**src/rtl/instr_encode_loader.sv**
```systemverilog
// Instruction encoder / program loader.
// Packs structured instruction requests (R, I, LW, SW, BEQ-class) into RV32I words.
// Each legal request is written to the next consecutive instruction-memory word address.
// Illegal requests are consumed without a write and raise a sticky error flag.

module instr_encode_loader #(
   parameter int ADDR_W = 9
) (
   input  logic              clk,
   input  logic              reset,
   input  logic              start,
   input  logic              in_valid,
   output logic              in_ready,
   input  logic [2:0]        in_kind,
   input  logic [2:0]        in_funct3,
   input  logic [6:0]        in_funct7,
   input  logic [4:0]        in_rd,
   input  logic [4:0]        in_rs1,
   input  logic [4:0]        in_rs2,
   input  logic [12:0]       in_imm,
   output logic              mem_we,
   output logic [ADDR_W-1:0] mem_addr,
   output logic [31:0]       mem_wdata,
   output logic [ADDR_W:0]   count,
   output logic              full,
   output logic              err
);

   typedef enum logic [1:0] {
      IDLE = 2'd0,
      LOAD = 2'd1,
      FULL = 2'd2
   } state_t;

   // Memory capacity in words, and the count at which one free word remains.
   localparam logic [ADDR_W:0]   CAP       = {1'b1, {ADDR_W{1'b0}}};
   localparam logic [ADDR_W:0]   LAST      = {1'b0, {ADDR_W{1'b1}}};
   localparam logic [ADDR_W:0]   COUNT_ONE = {{ADDR_W{1'b0}}, 1'b1};
   localparam logic [ADDR_W-1:0] PTR_ONE   = {{(ADDR_W-1){1'b0}}, 1'b1};

   state_t              state_q;
   logic [ADDR_W-1:0]   wptr_q;
   logic [ADDR_W:0]     count_q;
   logic                memWe_q;
   logic [ADDR_W-1:0]   memAddr_q;
   logic [31:0]         memWdata_q;
   logic                err_q;

   logic [31:0]         memWdata_d;
   logic                illegal_d;
   logic                accept;

   // start always takes priority over a request arriving in the same cycle.
   assign in_ready = (state_q == LOAD) && !start;
   assign accept   = in_valid && in_ready;

   // Pack the request fields into the RV32I word for its kind; flag kinds we cannot encode.
   always_comb begin
      memWdata_d = 32'h0000_0000;
      illegal_d  = 1'b0;
      case (in_kind)
         3'd0: memWdata_d = {in_funct7, in_rs2, in_rs1, in_funct3, in_rd, 7'b0110011};
         3'd1: memWdata_d = {in_imm[11:0], in_rs1, in_funct3, in_rd, 7'b0010011};
         3'd2: memWdata_d = {in_imm[11:0], in_rs1, 3'b010, in_rd, 7'b0000011};
         3'd3: memWdata_d = {in_imm[11:5], in_rs2, in_rs1, 3'b010, in_imm[4:0], 7'b0100011};
         3'd4: begin
            memWdata_d = {in_imm[12], in_imm[10:5], in_rs2, in_rs1, in_funct3,
                          in_imm[4:1], in_imm[11], 7'b1100011};
            illegal_d  = in_imm[0];
         end
         default: illegal_d = 1'b1;
      endcase
   end

   // Load FSM: tracks the write pointer and word count and registers the memory write port.
   always_ff @(posedge clk or posedge reset) begin
      if (reset) begin
         state_q    <= IDLE;
         wptr_q     <= '0;
         count_q    <= '0;
         memWe_q    <= 1'b0;
         memAddr_q  <= '0;
         memWdata_q <= 32'h0000_0000;
         err_q      <= 1'b0;
      end else begin
         memWe_q <= 1'b0;
         if (start) begin
            state_q <= LOAD;
            wptr_q  <= '0;
            count_q <= '0;
            err_q   <= 1'b0;
         end else if (accept) begin
            if (illegal_d) begin
               err_q <= 1'b1;
            end else begin
               memWe_q    <= 1'b1;
               memAddr_q  <= wptr_q;
               memWdata_q <= memWdata_d;
               wptr_q     <= wptr_q + PTR_ONE;
               count_q    <= count_q + COUNT_ONE;
               if (count_q == LAST) begin
                  state_q <= FULL;
               end
            end
         end
      end
   end

   assign mem_we    = memWe_q;
   assign mem_addr  = memAddr_q;
   assign mem_wdata = memWdata_q;
   assign count     = count_q;
   assign full      = (count_q == CAP);
   assign err       = err_q;

endmodule
```
**config.mk**
```make
export PLATFORM = sky130hd
export DESIGN_NAME = instr_encode_loader
export DESIGN_NICKNAME = d
export VERILOG_FILES = /design/src/rtl/instr_encode_loader.sv
export SDC_FILE = /design/constraint.sdc
export NUM_CORES = 1
export LEC_CHECK = 0
export CAP_MARGIN = 20
export CORE_AREA = 2 2 108 68
export CTS_CLUSTER_DIAMETER = 30
export DETAILED_ROUTE_END_ITERATION = 6
export DIE_AREA = 0 0 110 70
export GPL_TIMING_DRIVEN = 0
export HOLD_SLACK_MARGIN = 0.05
export PLACE_DENSITY_LB_ADDON = 0.05
export REMOVE_ABC_BUFFERS = 1
export SETUP_SLACK_MARGIN = 0.3
export SLEW_MARGIN = 20
export SYNTH_ARGS = -nofsm -noshare
export SYNTH_HDL_FRONTEND = slang
export SYNTH_SLANG_ARGS = --single-unit
```
**constraint.sdc**
```tcl
create_clock -name clk -period 2.4 [get_ports clk]
set_clock_uncertainty 0.05 [all_clocks]
set_input_delay 0.48 -clock clk [delete_from_list [all_inputs] [get_ports clk]]
set_output_delay 0.48 -clock clk [all_outputs]
set_load 0.02 [all_outputs]
```
# After elaboration in Yosys (flattened, before gate mapping)
# Cells that the tools add are included.
dict set report word_totals {
  ff_bits 64
  latchBits 0
  mem_bits_rw 0
  romBits 0
  in_bits 45
  out_inout_bits 55
  word_cells 49
  mem_count 0
}
dict set report classes {
  add_sub_neg 2
  n_mul 0
  n_div 0
  n_lt_le_gt_ge 0
  eq_ne 8
  shift 0
  mux 18
  n_bitwise 2
  n_reduce_logical 12
}
# cell count
set op_table {}
lappend op_table {{$pmux 32 s5} 1}
lappend op_table {{$mux 10} 3}
lappend op_table {{$mux 9} 3}
lappend op_table {{$add 10x1->10 const B} 1}
lappend op_table {{$eq 10x10->1 const B} 1}
lappend op_table {{$eq 10x9->1 const B} 1}
lappend op_table {{$add 9x1->9 const B} 1}
lappend op_table {{$mux 2} 4}
lappend op_table {{$eq 3x2->1 const B} 2}
lappend op_table {{$mux 1} 6}
lappend op_table {{$reduce_and 3->1} 2}
lappend op_table {{$reduce_bool 2->1} 3}
lappend op_table {{$reduce_and 2->1} 2}
lappend op_table {{$reduce_or 4->1} 1}
lappend op_table {{$eq 3x1->1 const B} 1}
lappend op_table {{$eq 3x3->1 const B} 1}
lappend op_table {{$logic_not 3->1} 1}
lappend op_table {{$eq 2x1->1 const B} 1}
lappend op_table {{$logic_and 1x1->1} 2}
lappend op_table {{$ne 2x2->1 const B} 1}
lappend op_table {{$not 1->1} 2}
lappend op_table {{$pmux 1 s2} 1}
lappend op_table {{$logic_not 1->1} 1}

# Depth between registers and ports, before layout
dict set report logic_depth {
  ltp_word 6
  mapped_depth 7
  depth_no_buf 5
}

# Worst setup path before layout
# No wires, ideal clock.
dict set report synth_path {
  kind {reg2out}
  start {register count_q[4] (netlist: count[4])}
  end {output full}
  arrival_ns 1.501
  t_required_ns 1.870
  path_slack_ns 0.369
  stages_incl_launch_ff 4
  path_buffers 0
  path_cell_list {dfrtp_1 nor4_1 nand3_1 nor4_1}
}
dict set report synth_via {
  elab_chain_len 1
}
# item line_no
set synth_rtl {}
lappend synth_rtl {{start, declared} 43} ;# logic [ADDR_W:0] count_q;
lappend synth_rtl {{start signal, assigned} 100} ;# count_q <= count_q + COUNT_ONE;
lappend synth_rtl {{$eq 10x10->1} 113} ;# assign full = (count_q == CAP);
lappend synth_rtl {{end, declared} 25} ;# output logic full,
# Every way passes these cells.

# Final worst setup path
dict set report layout_path {
  start {register count_q[8] (netlist: count[8])}
  end {output full}
}
# Same word-level chain as after synthesis.

==> out/qor.yml <==
outcome:
  status: "finished, final reports clean"
global_route:
  antenna_found_initial: 0
  grt_pass1_wl_mm: 12.8
  first_global_vias: 2507
  gr-total-overflow: 0
  grt_usage_pct: 21.4
  grt_max_degree: 56
clock_tree:
  cts.path.max_buffers: 2
  numCtsBuffers: 9
  cts_tree: "yes"
  clock_latency_ns: 0.34
  cts.htree.levels: 3
  clockRootBuffer: "clkbuf_8"
  numClockSinks: 61
  path_clk_slew_ns: 0.07
  postCtsHoldBufs: 0
drt:
  num_vias: 2616
  routed_wl_mm: 7.79
  via_per_inst: 5.16
  wl_per_cell_um: 15.4
  antenna_left: 0
  drc: 0
  dr.pass1.iters: 4
  first_iter_violations: 135
finish:
  final_common_cell: "clkdlybuf4s50_1"
  final_cell_mix: "90 x clkdlybuf4s50_1, 66 x nand2_1, 57 x dfrtp_1"
  final_cell_area_um2: 4310
  stdcell_count: 507
  antennaDiodeCount: 0
  final_util_pct: 62.6
  area_delta_synth_final_pct: 43.7
  nFillCells: 639
  layout.nets: 459
  drive_gt1_share_pct: 11.8
yosys:
  yosys_register_bits: 61
  postSynth.asyncResetShare_pct: 100
  syn_avg_cell_area_um2: 9.61
  ys.warnings.count: 0
  seq_area_frac_synth_pct: 50.9
  syn_area_um2: 3000
  synth_edf_count: 0
  synth_flop_cell: "dfrtp_1"
  netlist_instances: 312
  synth_cell_types: 44
power_and_ir_drop:
  power_density_nw_per_um2: 610
  pwr-share-clk_pct: 29.7
  leakagePower_uw: 0.00179
  p_total_uw: 2630
  switching_share_pct: 30.7
  ir_drop_v: 0.000350
  cellInternalPower_uw: 1820
  pwr-share-comb_pct: 25.3
  pwr-share-seq_pct: 44.9
  power_switching_uw: 807
place:
  dp_hpwl_mm: 5.00
  place_inst: 479
  dpl_cell_area_um2: 4010
  io_buffer_count: 97
  routabilityCongestion: 0.783
die:
  die_area_um2: 7700
  die_y_um: 70
  die_x_um: 110
  num_rows: 24
  initial_core_util_pct: 43.6
  ios: 100
  core_um2: 6880
critical_path:
  cpMostUsedCell: "nor4_2"
  worstSetupEndpointType: "output pin"
  startpoint_type: "flop"
  crit_chain: "nor4_2 -> nand3_1 -> nor4_2 -> buf_2"
  path_class: "reg2out"
  rrSetupSlack_ns: 0.47
  crit_required_ns: 1.87
  r2r_cells: 6
  rr_startpoint: "state_q[1]"
  critPathMaxStageDelay_ns: 0.43
  cp_max_fo: 4
  startpoint: "count[8]"
  cpMaxStageDelayCell: "dfrtp_2"
  r2r_end: "wptr_q[8]"
  arrival_ns: 1.54
timing:
  grt_setup_unrepaired: "true"
  max_slew.worst_pin.slew_ns: 0.747
  slew_headroom_pct: 50.0
  holdWs_ns: 0.338
  final_hold_viol_count: 0
  maxSlewViolCount: 0
  period_share_pct: 86.2
  fmax_ghz: 0.484
  period_minus_slack_ns: 2.07
  setup_viol: 0
worst_hold_path:
  holdCritPathClass: "in2async"
flow_run:
  cap_violations: 0
synthesized netlist by cell type, types with 2 or more instances:
cell      count  area (um^2)
buf_2         5         25.0
nand3_1      11         55.1
or4_1         5         37.5
nand2_1      66          248
and4_1        2         17.5
dfrtp_1      61         1530
nand4_1       2         12.5
o221ai_1      5         43.8
o31ai_1       6         45.0
and2_1        2         12.5
o21ai_0      10         50.1
clkbuf_1     12         45.0
xor2_1        4         35.0
a21oi_1      14         70.1
inv_1         6         22.5
nor4_1        8         50.1
nor2b_1      10         62.6
mux2i_1      13          130
o21a_1       10         75.1
xnor2_1       9         78.8
o211ai_1      5         37.5
buf_4         4         30.0
ha_1          3         37.5
nor2_1       16         60.1
a22oi_1       4         30.0
per-stage QoR:
stage                     TNS (ns)  setup WS (ns)
after floorplan              -4.42         -0.292
after global placement     -149.65          -2.32
after detailed placement    -71.73          -1.64
after CTS                        0          0.285
after global routing             0          0.245
final                            0          0.332
final cells by class:
class,count,area [um^2],area share [%]
inverters,7,33.8,0.784
multi-input cells,223,1390,32.3
clock buffers,9,124,2.88
flip-flops and latches,61,1530,35.6
well taps,91,114,2.64
repair buffers,109,1070,24.8
clock inverters,7,42.5,0.988
flip-flops by register name (all words and copies together) (netlist names):
name,flops
wptr_q,9
count,10
mem_wdata,29
state_q,2
mem_addr,9
mem_we,1
err,1
power by group through the flow:
stage / combinational [uW] / sequential [uW] / clock [uW]
after floorplan: 165 / 1330 / 0
after global placement: 636 / 1200 / 0
after detailed placement: 650 / 1200 / 0
after CTS: 666 / 1180 / 809
after global routing: 717 / 1200 / 861
final: 666 / 1180 / 782
logic make-up after synthesis:
group | Yosys count | share of synthesized area [%]
muxes | 13 | 4.34
DFF | 61 | 50.9
AOI/OAI and AO/OA | 59 | 13.5
buffers and inverters | 30 | 4.72
and+or+nand+nor | 132 | 21.3
other | 1 | 0.125
adders and majority gates | 3 | 1.25
xor gates and xnor gates | 13 | 3.80
what timing repair did:
action	CTS	global route
pin swaps	3	2
resized for setup	28	8
cloned	1	0
buffers inserted	6	5
setup endpoints to repair	63	7
per-layer routing:
metal | part of all wire [%] | vias up | track usage, % | wire, um
met5 | 0 | - | 0 | 0
met1 | 52 | 1236 | 33.0 | 4050
met2 | 39 | 95 | 29.4 | 3080
li1 | - | 1279 | - | -
met3 | 7.8 | 6 | 6.91 | 608
met4 | 0.68 | 0 | 4.22 | 53
critical path, delay by kind of cell (launching register included):
family,cells,cell delay [ns]
AND/OR/NAND/NOR,3,0.57
flip-flops,1,0.43
buffers and inverters,1,0.20
worst max-delay path by stage:
stage	to	slack, ns	cells after the start
2_1_floorplan	mem_wdata[10]	-0.29	5
3_3_place_gp	mem_wdata[8]	-2.32	6
3_5_place_dp	mem_wdata[8]	-1.64	6
4_1_cts	full	0.29	4
5_1_grt	full	0.24	4
6_report	full	0.33	4
No activity file was read; power rests on OpenSTA's default activity.
